### config.mk
export PLATFORM = sky130hd
export DESIGN_NAME = imem_arbiter
export DESIGN_NICKNAME = d
export VERILOG_FILES = /design/src/rtl/imem_arbiter.sv
export SDC_FILE = /design/constraint.sdc
export NUM_CORES = 1
export LEC_CHECK = 0
export BUFFER_PORTS_ARGS = -buffer_cell sky130_fd_sc_hd__buf_2
export CAP_MARGIN = 20
export CORE_MARGIN = 5
export CORE_UTILIZATION = 48
export DETAILED_ROUTE_END_ITERATION = 6
export GPL_TIMING_DRIVEN = 0
export PLACE_DENSITY = 0.84
export SLEW_MARGIN = 20
export SYNTH_ARGS = -nofsm -noshare
export SYNTH_HDL_FRONTEND = slang
export SYNTH_SLANG_ARGS = --single-unit
export TNS_END_PERCENT = 30
### constraint.sdc
create_clock -name clk -period 3.9 [get_ports clk]
set_input_delay 0 -clock clk [delete_from_list [all_inputs] [get_ports clk]]
set_output_delay 0 -clock clk [all_outputs]
set_load 0.01 [all_outputs]
### src/rtl/imem_arbiter.sv
// imem_arbiter: shares one instruction-memory port between a loader and fetch.
// Define IMEM_ARB_RR_EN for round-robin tie-break; default is loader priority.
module imem_arbiter (
  input  logic        clk,
  input  logic        reset,
  input  logic        ld_req,
  input  logic [3:0]  ld_addr,
  input  logic [25:0] ld_data,
  output logic        ld_ack,
  input  logic        f_req,
  input  logic [3:0]  f_addr,
  output logic        f_valid,
  output logic [25:0] f_instr,
  output logic [3:0]  mem_addr,
  output logic        mem_we,
  output logic [25:0] mem_wdata,
  input  logic [25:0] mem_rdata,
  output logic        busy
);

  localparam logic [1:0] S_IDLE  = 2'd0;
  localparam logic [1:0] S_WRITE = 2'd1;
  localparam logic [1:0] S_READ  = 2'd2;
  localparam logic [1:0] S_CAPT  = 2'd3;

  logic [1:0]  state_q, state_d;
  logic [3:0]  addr_q, addr_d;
  logic [25:0] wdata_q, wdata_d;
  logic [25:0] instr_q, instr_d;
  logic        idle;
  logic        grant_wr;
  logic        grant_rd;

  assign idle = (state_q == S_IDLE);

`ifdef IMEM_ARB_RR_EN
  // fpri_q set: fetch wins the next tie
  logic fpri_q, fpri_d;

  always_comb begin
    grant_rd = idle & f_req & (~ld_req | fpri_q);
    grant_wr = idle & ld_req & ~grant_rd;
    fpri_d   = fpri_q;
    if (grant_wr)
      fpri_d = 1'b1;
    else if (grant_rd)
      fpri_d = 1'b0;
  end

  always_ff @(posedge clk or negedge reset) begin
    if (!reset)
      fpri_q <= 1'b0;
    else
      fpri_q <= fpri_d;
  end
`else
  assign grant_wr = idle & ld_req;
  assign grant_rd = idle & f_req & ~ld_req;
`endif

  always_comb begin
    state_d = state_q;
    addr_d  = addr_q;
    wdata_d = wdata_q;
    instr_d = instr_q;
    unique case (state_q)
      S_IDLE: begin
        if (grant_wr) begin
          state_d = S_WRITE;
          addr_d  = ld_addr;
          wdata_d = ld_data;
        end else if (grant_rd) begin
          state_d = S_READ;
          addr_d  = f_addr;
        end
      end
      S_WRITE: state_d = S_IDLE;
      S_READ:  state_d = S_CAPT;
      S_CAPT: begin
        state_d = S_IDLE;
        instr_d = mem_rdata;
      end
      default: state_d = S_IDLE;
    endcase
  end

  always_ff @(posedge clk or negedge reset) begin
    if (!reset) begin
      state_q <= S_IDLE;
      addr_q  <= '0;
      wdata_q <= '0;
      instr_q <= '0;
    end else begin
      state_q <= state_d;
      addr_q  <= addr_d;
      wdata_q <= wdata_d;
      instr_q <= instr_d;
    end
  end

  assign mem_we    = (state_q == S_WRITE);
  assign ld_ack    = (state_q == S_WRITE);
  assign f_valid   = (state_q == S_CAPT);
  assign busy      = ~idle;
  assign mem_addr  = addr_q;
  assign mem_wdata = wdata_q;
  // read data is live during CAPTURE and held in instr_q afterwards
  assign f_instr   = f_valid ? mem_rdata : instr_q;

endmodule

# Yosys cells after proc, flatten, opt, wreduce, memory -nomap -nowiden
# Cells that the tools add are included.
# W data, S select, Z words.
[classes]
n_eq_ne = 4
mux = 6
bitwise = 5
reduce_logical = 5
[op_table]
columns = ["op", "count"]
rows = [
  ["$mux W26", 1],
  ["$mux W4", 2],
  ["$pmux W2 S3", 1],
  ["$eq A2 B2 Y1 const B", 2],
  ["$mux W2", 2],
  ["$reduce_and A2 Y1", 2],
  ["$and A1 B1 Y1", 3],
  ["$ne A3 B1 Y1 const B", 1],
  ["$eq A2 B1 Y1 const B", 1],
  ["$logic_not A2 Y1", 1],
  ["$not A1 Y1", 2],
  ["$reduce_bool A2 Y1", 1],
  ["$reduce_or A2 Y1", 1],
]
[totals]
regBits = 58
inputBits = 64
output_inout_bits = 60
word_cells = 24

# Logic depth before layout (Yosys ltp)
[depth]
word_depth = 6
depth_mapped = 5
ltp_nobuf = 3

# Worst setup path after synthesis
# OpenSTA, ideal clock, no wires.
[synth_path]
path_type = "register to register"
start = "register state_q[0]"
end = "register wdata_q[10] (netlist: mem_wdata[10])"
setup_ns = 0.125
arrival_time_ns = 1.316
t_required_ns = 3.775
setup_slack_ns = 2.459
path_stages_with_launch = 5
path_buffers = 1
synth_period_minus_slack_ns = 1.441
cell_sequence = "dfrtp_1 -> or2_4 -> nor2_8 -> buf_12 -> mux2_4"
[synth_between]
elab_chain_len = 3
[synth_lines]
columns = ["item", "line", "rtl"]
rows = [
  ["from (decl)", "26", "logic [1:0] state_q, state_d;"],
  ["from (signal assigned)", "94", "state_q <= state_d;"],
  ["$logic_not A2 Y1 (*)", "34, 66", ""],
  ["$and A1 B1 Y1", "57", "assign grant_wr = idle & ld_req;"],
  ["$reduce_and A2 Y1 (no source line) (*)", "--", ""],
  ["to (signal assigned)", "96", "wdata_q <= wdata_d;"],
  ["to (decl)", "28", "logic [25:0] wdata_q, wdata_d;"],
]
# Mark *: on every way between the ends. The rest lies on a longest branch, timed or not.
# A chain may end at the register's enable or synchronous reset.

# Final worst setup path
[layout_path]
start = "register state_q[1]"
end = "output f_instr[7]"
[layout_between]
elab_chain_len = 2
[layout_lines]
columns = ["item", "line", "rtl"]
rows = [
  ["$eq A2 B2 Y1", "103", "assign f_valid = (state_q == S_CAPT);"],
  ["$mux W26", "108", "assign f_instr = f_valid ? mem_rdata : instr_q;"],
  ["to (decl)", "13", "output logic [25:0] f_instr,"],
]
# No other way between the ends.

==> impl_metrics.ini <==
[global_route]
grt_pass1_vias = 2036
antenna_found_initial = 0
grt_max_degree = 59
grt-busiest-layer = met2
overflow = 0
grt_pass1_wl_um = 10230
grtUsageTotal_pct = 21.72
use_met2_pct = 40.07
grtUsageMet1_pct = 22.46
grt_use_met3_pct = 4.402

[timing]
period_share_pct = 45.55
rsz0062_at_grt = no
hold_viol_final = 0
finalSetupTns_ns = 0
setup_viol = 0
worst_pin_slew_ns = 0.7271
layout_min_cycle_time_ns = 1.777
max_freq_mhz = 562.9
holdWs_ns = 0.01092
finClkSkew_ns = 0.005598
max_slew_margin_pct = 51.53
maxSlewViolCount = 0
fin_ws_ns = 2.123

[power_and_ir_drop]
fin_total_pwr_mw = 2.753
leakage_nw = 1.881
p_per_area_nw_per_um2 = 728.0
irDropWorstVdd_v = 0.0004830

[yosys]
synth_xor_area_share_pct = 0
yosys.area_share.simple_pct = 2.674
ys_seq_area_share_pct = 62.03
yosys_warnings = 0
synth_fp_nets = 200
syn_avg_cell_area_um2 = 17.20
synth_top_family_by_area = multiplexers
ys_types = 14
synth_mux_area_share_pct = 32.09
synthCells = 136
synth-seq-cells = 58
synth_fa_ha_area_share_pct = 0
syn_area_um2 = 2340
synth_compound_gate_area_share_pct = 0.2139

[floorplanning]
die_h_um = 79.82
io_pins = 124
die_area_um2 = 6370
fp-row-count = 25
core_area_um2 = 4723
die_x_um = 79.82
initial_core_util_pct = 49.54

[run]
drv_cap = 0

[layout]
final_common_cell = buf_2
fin_nets = 387
multi_input_area_um2 = 818.3
final-instance-count-excl-fill = 394
layout_common_cells = 124 x buf_2, 58 x dfrtp_1, 54 x dlygate4sd3_1
drive_gt1_share_pct = 63.00
finish.utilization_pct = 80.05
area_growth_pct = 61.60
diodes = 0
regArea_um2 = 1451
n_fill_cell = 250
fin_area_um2 = 3781

[cts]
clk_pin_slew_ns = 0.06
clk_latency_ns = 0.32
cts_tree = done
root_buffer = clkbuf_8
ctsResizeCount = 0
cts_made_buffers = 9
clk_path_buf_depth = 2
htreeDepth = 3
clock_sink_count = 58

[critical_path]
r2r_setup_slack_ns = 2.37
arrival_ns = 1.78
startpoint_type = flip-flop
r2r_cells = 4
reg2reg_to = mem_wdata[24]$_DFFE_PN0P_
r2r-start = state_q[0]$_DFFE_PN0P_
crit_type = reg2out
cp.required_ns = 3.90
critPathMaxFanout = 10
cp-end-kind = output pin

[min_path]
hold_class = in2reg
min_to = state_q[0]$_DFFE_PN0P_
hold_depth = 3
hp-start = ld_req

[place]
dp_slack_ns = 2.386
gp_congestion = 0.7039
post_dp_cell_area_um2 = 3037
dp.cells = 325
dp_hpwl_um = 3948
portBuffers = 122

[detailed_routing]
ant_nets = 0
drcViolationCount = 0
route.detailed.wl_per_inst_um = 16.49
via_count = 1811
drt-total-wl_um = 6498
firstDrtPassIters = 4
drt_iter0_drc = 52
via_per_inst = 4.596

[run_status]
status = completed
worst max-delay path, stage by stage (launching register included):
cell and delay, ns:
dfrtp_1 0.42, nand2_2 0.21, buf_2 0.29, mux2_2 0.39, buf_2 0.15
how the worst max path moves through the flow:
stage                           start                   endpoint  slack, ns  cells after the start
5_1_grt        state_q[1]$_DFFE_PN0P_                 f_instr[7]       2.00                      4
3_3_place_gp   state_q[0]$_DFFE_PN0P_  mem_wdata[18]$_DFFE_PN0P_       2.40                      4
3_5_place_dp   state_q[0]$_DFFE_PN0P_  mem_wdata[10]$_DFFE_PN0P_       2.39                      4
6_report       state_q[1]$_DFFE_PN0P_                 f_instr[7]       2.12                      4
2_1_floorplan  state_q[0]$_DFFE_PN0P_  mem_wdata[10]$_DFFE_PN0P_       2.46                      4
4_1_cts        state_q[1]$_DFFE_PN0P_                 f_instr[9]       2.12                      4
synthesized netlist by cell type (all sizes together):
cell	number	area share, %
mux2	60	32
inv	2	0.32
a21oi	1	0.21
nor2b	1	0.27
dfrtp	58	62
buf	6	2.7
nor2	6	1.8
or2	1	0.37
nand2	1	0.27
where the power goes:
part / total (mW) / internal (mW) / switching, mW
logic: 1.16 / 0.630 / 0.535
registers: 1.03 / 0.903 / 0.125
clock network: 0.560 / 0.343 / 0.217
repair_timing:
| item | 4_1_cts | 5_1_grt |
|---|---|---|
| hold buffers | 54 | 0 |
| endpoints found under the hold margin | 111 | 0 |
| buffers inserted | 0 | 0 |
cells by family (layout without fill, tap and decap cells):
kind of cell           count (synthesis)  count (layout)
AND/OR/NAND/NOR                        9               9
multiplexers                          60              60
AO/OA/AOI/OAI                          1               1
buffers and inverters                  8             199
flip-flops                            58              58
layout make-up:
cell class / count / area share (%)
tap: 67 / 2.217
inverter: 2 / 0.1985
multi-input combinational: 70 / 21.64
timing repair buffer: 176 / 30.51
buffer: 6 / 1.655
clock inverter: 2 / 0.9265
clock buffer: 13 / 4.467
sequential: 58 / 38.39
registers in the layout, indices dropped and copies added, names as in the netlist:
register and count:
state_q 2, mem_addr 4, mem_wdata 26, instr_q 26
metal layers:
metal	part of all wire (%)	vias up
li1	-	842
met1	35	876
met2	57	73
met3	4.1	20
met4	3.5	0
met5	0	-
(Power assumes the default switching activity.)
